File: config.mk
export PLATFORM = sky130hd
export DESIGN_NAME = result_drain
export DESIGN_NICKNAME = d
export VERILOG_FILES = /design/src/rtl/result_drain.sv
export SDC_FILE = /design/constraint.sdc
export NUM_CORES = 1
export LEC_CHECK = 0
export CAP_MARGIN = 15
export CORE_MARGIN = 2
export CORE_UTILIZATION = 51
export CTS_BUF_LIST = sky130_fd_sc_hd__clkbuf_4 sky130_fd_sc_hd__clkbuf_8 sky130_fd_sc_hd__clkbuf_16
export DETAILED_ROUTE_END_ITERATION = 6
export PLACE_DENSITY = 0.81
export SLEW_MARGIN = 20
export SYNTH_ARGS = -nofsm -noshare
export SYNTH_HDL_FRONTEND = slang
export SYNTH_SLANG_ARGS = --single-unit
File: constraint.sdc
create_clock -name clk_i -period 2.5 [get_ports clk_i]
set_input_delay 0.25 -clock clk_i [delete_from_list [all_inputs] [get_ports clk_i]]
set_output_delay 0.25 -clock clk_i [all_outputs]
set_load 0.02 [all_outputs]
File: src/rtl/result_drain.sv
// result_drain: drains K_CHANNELS x line_len accumulator words from the result
// line buffers, saturates each to OUT_WIDTH and streams them on a valid/ready
// master. Optional fused ReLU: define RESULT_DRAIN_RELU_EN.
module result_drain #(
  parameter int K_CHANNELS = 6,
  parameter int MAX_LINE_W = 32,
  parameter int ACC_WIDTH  = 32,
  parameter int OUT_WIDTH  = 16
) (
  input  logic                              clk_i,
  input  logic                              rst_async_n_i,
  input  logic                              start_i,
  input  logic [$clog2(MAX_LINE_W+1)-1:0]   line_len_i,
  output logic                              rd_en_o,
  output logic [$clog2(K_CHANNELS)-1:0]     rd_ch_o,
  output logic [$clog2(MAX_LINE_W)-1:0]     rd_addr_o,
  input  logic [ACC_WIDTH-1:0]              rd_data_i,
  output logic                              m_valid_o,
  input  logic                              m_ready_i,
  output logic [OUT_WIDTH-1:0]              m_data_o,
  output logic [$clog2(K_CHANNELS)-1:0]     m_ch_o,
  output logic                              m_last_o,
  output logic                              m_frame_last_o,
  output logic                              busy_o,
  output logic                              done_o
);

  localparam int LW = $clog2(MAX_LINE_W+1);
  localparam int CW = $clog2(K_CHANNELS);
  localparam int AW = $clog2(MAX_LINE_W);

  localparam logic signed [ACC_WIDTH-1:0] SAT_MAX =
    $signed(ACC_WIDTH'((64'd1 << (OUT_WIDTH-1)) - 64'd1));
  localparam logic signed [ACC_WIDTH-1:0] SAT_MIN = ~SAT_MAX;

  typedef enum logic [1:0] {S_IDLE, S_READ, S_FLUSH, S_DONE} state_t;

  state_t r_state, w_nextState;

  logic [LW-1:0] r_len;
  logic [CW-1:0] r_ch;
  logic [AW-1:0] r_addr;

  logic          r_infl;
  logic [CW-1:0] r_inflCh;
  logic          r_inflLast;
  logic          r_inflFrame;

  logic [OUT_WIDTH-1:0] r_fData  [2];
  logic [CW-1:0]        r_fCh    [2];
  logic                 r_fLast  [2];
  logic                 r_fFrame [2];
  logic                 r_wrPtr;
  logic                 r_rdPtr;
  logic [1:0]           r_count;

  logic [LW-1:0]        w_lenClamped;
  logic                 w_lastAddr;
  logic                 w_lastCh;
  logic                 w_rdEn;
  logic                 w_valid;
  logic                 w_push;
  logic                 w_pop;
  logic [OUT_WIDTH-1:0] w_satData;

  assign w_lenClamped = (line_len_i > LW'(MAX_LINE_W)) ? LW'(MAX_LINE_W) : line_len_i;
  assign w_lastAddr   = (LW'(r_addr) == (r_len - LW'(1)));
  assign w_lastCh     = (r_ch == CW'(K_CHANNELS-1));
  // A read is only issued when the word it returns is certain to find a FIFO slot.
  assign w_rdEn       = (r_state == S_READ) && ((r_count + {1'b0, r_infl}) < 2'd2);
  assign w_valid      = (r_count != 2'd0);
  assign w_push       = r_infl;
  assign w_pop        = w_valid && m_ready_i;

  // State register; an asynchronous reset aborts any drain in progress.
  always_ff @(posedge clk_i or negedge rst_async_n_i) begin
    if (!rst_async_n_i) r_state <= S_IDLE;
    else                r_state <= w_nextState;
  end

  // Next-state logic: READ ends with the final issue, FLUSH ends when the frame-last word leaves.
  always_comb begin
    w_nextState = r_state;
    case (r_state)
      S_IDLE:  if (start_i) w_nextState = (w_lenClamped == '0) ? S_DONE : S_READ;
      S_READ:  if (w_rdEn && w_lastAddr && w_lastCh) w_nextState = S_FLUSH;
      S_FLUSH: if ((w_pop && r_fFrame[r_rdPtr]) || (!w_valid && !r_infl)) w_nextState = S_DONE;
      S_DONE:  w_nextState = S_IDLE;
      default: w_nextState = S_IDLE;
    endcase
  end

  // Channel-major address walk over the latched, clamped line length.
  always_ff @(posedge clk_i or negedge rst_async_n_i) begin
    if (!rst_async_n_i) begin
      r_len  <= '0;
      r_ch   <= '0;
      r_addr <= '0;
    end else if (r_state == S_IDLE && start_i) begin
      r_len  <= w_lenClamped;
      r_ch   <= '0;
      r_addr <= '0;
    end else if (w_rdEn) begin
      if (w_lastAddr) begin
        r_addr <= '0;
        r_ch   <= w_lastCh ? '0 : r_ch + CW'(1);
      end else begin
        r_addr <= r_addr + AW'(1);
      end
    end
  end

  // Tag the outstanding read so its sideband travels with the data one cycle later.
  always_ff @(posedge clk_i or negedge rst_async_n_i) begin
    if (!rst_async_n_i) begin
      r_infl      <= 1'b0;
      r_inflCh    <= '0;
      r_inflLast  <= 1'b0;
      r_inflFrame <= 1'b0;
    end else begin
      r_infl      <= w_rdEn;
      r_inflCh    <= r_ch;
      r_inflLast  <= w_lastAddr;
      r_inflFrame <= w_lastAddr && w_lastCh;
    end
  end

  // Signed saturation to OUT_WIDTH, optionally followed by the fused ReLU.
  always_comb begin
    w_satData = rd_data_i[OUT_WIDTH-1:0];
    if ($signed(rd_data_i) > SAT_MAX)      w_satData = SAT_MAX[OUT_WIDTH-1:0];
    else if ($signed(rd_data_i) < SAT_MIN) w_satData = SAT_MIN[OUT_WIDTH-1:0];
`ifdef RESULT_DRAIN_RELU_EN
    if (w_satData[OUT_WIDTH-1]) w_satData = '0;
`endif
  end

  // Two-entry output FIFO; returning data is written in the cycle it arrives.
  always_ff @(posedge clk_i or negedge rst_async_n_i) begin
    if (!rst_async_n_i) begin
      for (int i = 0; i < 2; i++) begin
        r_fData[i]  <= '0;
        r_fCh[i]    <= '0;
        r_fLast[i]  <= 1'b0;
        r_fFrame[i] <= 1'b0;
      end
      r_wrPtr <= 1'b0;
      r_rdPtr <= 1'b0;
      r_count <= 2'd0;
    end else begin
      if (w_push) begin
        r_fData[r_wrPtr]  <= w_satData;
        r_fCh[r_wrPtr]    <= r_inflCh;
        r_fLast[r_wrPtr]  <= r_inflLast;
        r_fFrame[r_wrPtr] <= r_inflFrame;
        r_wrPtr           <= ~r_wrPtr;
      end
      if (w_pop) r_rdPtr <= ~r_rdPtr;
      case ({w_push, w_pop})
        2'b10:   r_count <= r_count + 2'd1;
        2'b01:   r_count <= r_count - 2'd1;
        default: r_count <= r_count;
      endcase
    end
  end

  assign rd_en_o        = w_rdEn;
  assign rd_ch_o        = w_rdEn ? r_ch : '0;
  assign rd_addr_o      = w_rdEn ? r_addr : '0;
  assign m_valid_o      = w_valid;
  assign m_data_o       = w_valid ? r_fData[r_rdPtr] : '0;
  assign m_ch_o         = w_valid ? r_fCh[r_rdPtr] : '0;
  assign m_last_o       = w_valid && r_fLast[r_rdPtr];
  assign m_frame_last_o = w_valid && r_fFrame[r_rdPtr];
  assign busy_o         = (r_state == S_READ) || (r_state == S_FLUSH);
  assign done_o         = (r_state == S_DONE);

endmodule

Word-level counts from Yosys, hierarchy flattened
Index checks and enable logic that the tools add are counted.
{"block": "totals", "register_bits": 68, "elab_cells": 111, "output_inout_bits": 33}
{"block": "classes", "order_cmp": 7, "eq_ne": 10, "add_sub_neg": 6, "n_bitwise": 4, "reduce_logical": 23, "mux": 42}
{"operator": "16-bit 2-to-1 mux", "count": 7}
{"operator": "32-bit bitwise mux", "count": 1}
{"operator": "32-bit by 16-bit > comparator with 1-bit output, second input constant", "count": 1}
{"operator": "32-bit by 16-bit less-than comparator with 1-bit output, second input constant", "count": 1}
{"operator": "3-bit 2-to-1 mux", "count": 10}
{"operator": "5-bit 2-to-1 mux", "count": 4}
{"operator": "16-bit demux with 1-bit select", "count": 1}
{"operator": "1-bit logical AND", "count": 11}
{"operator": "2-bit 2-to-1 mux", "count": 4}
{"operator": "2-bit case mux with 4 select lines", "count": 1}
{"operator": "2-bit nonzero test", "count": 4}
{"operator": "1-bit 2-to-1 mux", "count": 7}
{"operator": "6-bit bitwise mux", "count": 1}
{"operator": "2-bit equality test, second input constant", "count": 3}
{"operator": "5-bit by 6-bit equality test with 1-bit output", "count": 1}
{"operator": "6-bit > comparator, second input constant", "count": 1}
{"operator": "6-bit zero test", "count": 1}
{"operator": "6-bit 2-to-1 mux", "count": 1}
{"operator": "2-bit inequality test, second input constant", "count": 3}
{"operator": "6-bit by 1-bit subtractor with 6-bit output, second input constant", "count": 1}
{"operator": "5-bit by 1-bit adder with 5-bit output, second input constant", "count": 1}
{"operator": "2-bit bitwise mux", "count": 2}
{"operator": "2-bit by 1-bit equality test with 1-bit output, second input constant", "count": 2}
{"operator": "2-bit greater-or-equal comparator, second input constant", "count": 2}
{"operator": "other kinds (17)", "count": 21}

Depth between registers and ports, before layout
{"block": "depth", "depth_word": 8, "mapped_depth": 8, "depth_no_buf": 8}

Worst setup path before layout
No wires, ideal clock.
{"block": "synth_path", "path_kind": "reg-to-reg", "from": "register r_len[0]", "to": "register r_ch[0]", "setup_time_ns": 0.129, "path_stages_with_launch": 8, "arrival_ns": 1.764, "setup_slack_ns": 0.607, "synth_period_minus_slack_ns": 1.893, "n_path_buf": 0, "path_cell_list": "dfrtp_1 > inv_1 > ha_1 > nor2b_1 > or3_1 > a31o_2 > nor3_4 > o21ai_1"}
{"block": "synth_via", "elab_chain_cells": 4}
{"element": "from (decl)", "line_no": "40", "text": "logic [LW-1:0] r_len;"}
{"element": "from (signal assigned)", "line_no": "100", "text": "r_len <= w_lenClamped;"}
{"element": "6-bit by 1-bit subtractor with 6-bit output", "line_no": "67", "text": "assign w_lastAddr = (LW'(r_addr) == (r_len - LW'(1)));"}
{"element": "5-bit by 6-bit equality test with 1-bit output", "line_no": "67"}
{"element": "2-bit nonzero test (no source line)"}
{"element": "2-bit AND reduction (no source line)"}
{"element": "to (signal assigned)", "line_no": "106", "text": "r_ch <= w_lastCh ? '0 : r_ch + CW'(1);"}
{"element": "to (decl)", "line_no": "41", "text": "logic [CW-1:0] r_ch;"}
No other way between the ends.
A chain may end at the register's enable or synchronous reset.

Worst setup path after layout
{"block": "layout_path", "from": "register r_count[0]", "to": "output port rd_addr_o[2]"}
{"block": "layout_via", "elab_chain_cells": 4}
{"element": "from (decl)", "line_no": "55", "text": "logic [1:0] r_count;"}
{"element": "from (signal assigned)", "line_no": "160", "text": "2'b10: r_count <= r_count + 2'd1;"}
{"element": "from (signal assigned)", "line_no": "161", "text": "2'b01: r_count <= r_count - 2'd1;"}
{"element": "from (signal assigned)", "line_no": "162", "text": "default: r_count <= r_count;"}
{"element": "2-bit by 1-bit adder with 2-bit output", "line_no": "70", "text": "assign w_rdEn = (r_state == S_READ) && ((r_count + {1'b0, r_infl}) < 2'd2);"}
{"element": "2-bit less-than comparator", "line_no": "70"}
{"element": "1-bit logical AND", "line_no": "70"}
{"element": "5-bit 2-to-1 mux", "line_no": "169", "text": "assign rd_addr_o = w_rdEn ? r_addr : '0;"}
{"element": "to (decl)", "line_no": "16", "text": "output logic [$clog2(MAX_LINE_W)-1:0] rd_addr_o,"}
No other way between the ends.

==> run metrics <==
most common library cell in the layout ignoring fill and taps=dfrtp_1; #FFs+latches synth=68; post-route cell area=4580 µm²; Synth Cell Area=3530 µm²; largest family of logic cells by synthesized area=simple AND/OR/NAND/NOR gates; peak supply drop=798 µV; Worst-Skew Late Latency=0.34 ns; Leak Pwr=2.17 nW; Max Cap Viol=0; die width=87.1 µm; status=completed; Clock Skew=0.00684 ns; Synth Area in Simple Gates=20.4%; WP data arrival=2.12 ns; Placeable Area=6760 µm²; slowest stage delay, CP=0.53 ns; Buf/Inv on CP=2; vias in the first global route=2868; number of CTS-inserted buffers=9; critical-path cell list=and3_1 -> o21ai_4 -> clkinv_4 -> and2_1 -> clkdlybuf4s50_1; R2R Setup Slk=0.39 ns; Final Core Density=67.8%; Slowest cell on crit path=clkdlybuf4s50_1; # DRC=0; final net count=491; initial antenna violation count=0; post-synth net total=412; vias post-DR=3006; CP startpoint kind=register; CP delay by family, top=buffers and inverters; R2R depth=7; CTS tree=built; DP Wirelength=6.04 mm; Cells after Synth=362; Slew Viols, Final=0; register area share after synthesis=48.3%; die area=7590 µm²; r2r endpoint=r_ch[2]$_DFFE_PN0P_; crit path capture type=output pin; die height=87.1 µm; Crit path required time=2.25 ns; Critical R2R Launch=r_len[0]$_DFFE_PN0P_; top_reg_cell synth=dfrtp_1; PortBufs=74; most frequent cells in the layout=68 x dfrtp_1, 66 x clkdlybuf4s50_1, 57 x o21ai_0; clock root buffer=clkbuf_8; grt total ovfl=0; routed wire length per instance=16.1 µm; Final Hold Viols=0; ratio of cells with drive above 1 in the final layout=12.6%; CTS Buffer Depth=2; synth top area cells=dfrtp_1 48%, o21ai_0 8.1%, mux2i_1 6.0%; crit share post-route=95.0%; Fmax achieved=421 MHz; H-tree Lvls=3; power per cell area=1210 nW/µm²; Initial Util=52.2%; Max Fanout on Critical Path=18; diodes inserted=0; final non-filler cell total=526; drt pass-1 iters=4; first-pass GRT wire length=13.5 mm; setup tns final=0 ns; worst slew pin tran=0.740 ns; drt via density=5.71; GRT Total Usage=22.9%; HP Class=in2async; gpl congestion=0.816; row count=30; RSZ-0062 raised after global routing=no; CP Class=reg2out; DRC marker count from the first detailed-route iteration=160; Avg Cell Area, Syn=9.74 µm²; Adder-Cell Fraction of Synth Area=2.84%; clock tree sinks=68; Synth async-reset ratio=100%; total power=5.56 mW; Synth Area in XOR/XNOR=2.48%; placed cell area=4360 µm²; Slew HR=50.7%; number of synthesized flops with an enable pin=0; Placed Instances=508; Area Overhead vs Synth=30.0%; ANT nets after route=0; post-synth top area share=48.3%; # IOs=75; Post-Route WL=8.47 mm; Final Critical Period=2.37 ns; largest net degree at the start of global routing=27; compound-gate portion of the synthesized area=13.4%; Filler Cell Count=515; post-synthesis mux area share=9.79%; post-synthesis cell type count=46; yosys warns=0; cell taking the most area after synthesis=dfrtp_1; Finish-stage setup viols=0; Clk pin slew, worst setup/hold paths=0.07 ns
[routing by layer]
metal	global-route usage, %	share of wire, %
met1	28.7	43
met3	5.12	6.4
met5	0	0
met2	39.8	50
met4	6.43	1.1
[cell families after synthesis]
kind of cell             Yosys count
AND/OR/NAND/NOR                  138
AO/OA/AOI/OAI                     79
flip-flops                        68
multiplexers                      33
buffers and inverters             26
XOR/XNOR                          10
adder cells (fa/ha/maj)            8
[sequential cells by signal, summed over array words and instances (netlist names)]
signal,count
r_state,2
r_infl,1
r_wrPtr,1
r_count,2
r_inflCh,3
r_fFrame,2
r_fLast,2
r_len,6
r_ch,3
r_rdPtr,1
r_addr,5
r_inflLast,1
r_fCh,6
r_fData,32
r_inflFrame,1
[through the flow]
stage          hold slack [ns]  setup WS (ns)
2_1_floorplan          -0.0456          0.607
5_1_grt                  0.484         0.0513
3_3_place_gp             0.259          0.307
4_1_cts                  0.429         0.0482
3_5_place_dp             0.266          0.219
6_report                 0.438          0.126
[final cells by class]
type	count	area (µm²)	area share, %
multi-input combinational	268	1740	37.9
timing repair buffer	85	835	18.2
clock buffer	11	145	3.17
tap	80	100	2.18
clock inverter	5	27.5	0.601
sequential	68	1700	37.1
inverter	9	38.8	0.846
[power breakdown]
part	leakage [nW]	switching [mW]	internal (mW)	total [mW]
registers	0.878	0.324	1.53	1.85
clock network	0.0923	0.410	0.391	0.801
logic	1.20	1.61	1.30	2.90
[cell usage after synthesis (2+ instances only)]
cell,count
dfrtp_1,68
o21ai_0,57
nand2_1,45
nor2_1,30
mux2i_1,21
clkbuf_1,16
mux2_2,12
and2_1,10
nor4_1,9
ha_1,8
inv_1,7
nand3_1,7
nand4_1,7
xnor2_1,7
nor2b_1,6
a21oi_1,5
nand3b_1,5
and3_1,4
a31oi_1,3
nor3_2,3
xor2_1,3
a221oi_1,2
inv_2,2
o21ai_1,2
o31ai_1,2
[worst register-to-register path, stage by stage (launching register included)]
cell,delay (ns)
dfrtp_1,0.39
inv_1,0.08
ha_1,0.24
nor2b_1,0.14
or3_1,0.36
a31oi_1,0.50
nand4_1,0.17
a21oi_1,0.17
[worst max path at each step]
stage | from | endpoint | cells after the start
6_report | r_count[0]$_DFFE_PN0P_ | rd_addr_o[2] | 5
5_1_grt | r_state[1]$_DFFE_PN0P_ | rd_addr_o[2] | 6
4_1_cts | r_state[1]$_DFFE_PN0P_ | rd_addr_o[2] | 6
3_5_place_dp | r_state[1]$_DFFE_PN0P_ | rd_ch_o[0] | 7
3_3_place_gp | r_state[1]$_DFFE_PN0P_ | rd_ch_o[0] | 7
2_1_floorplan | r_len[0]$_DFFE_PN0P_ | r_ch[0]$_DFFE_PN0P_ | 7
[timing repair]
action                     in CTS  in global routing
hold endpoints to repair       22                  0
pin swaps                       0                  1
cloned                          0                  0
buffers inserted                0                  1
hold buffers                    1                  0
resized for setup               3                  8
setup endpoints to repair       8                  7
(Power assumes the default switching activity.)
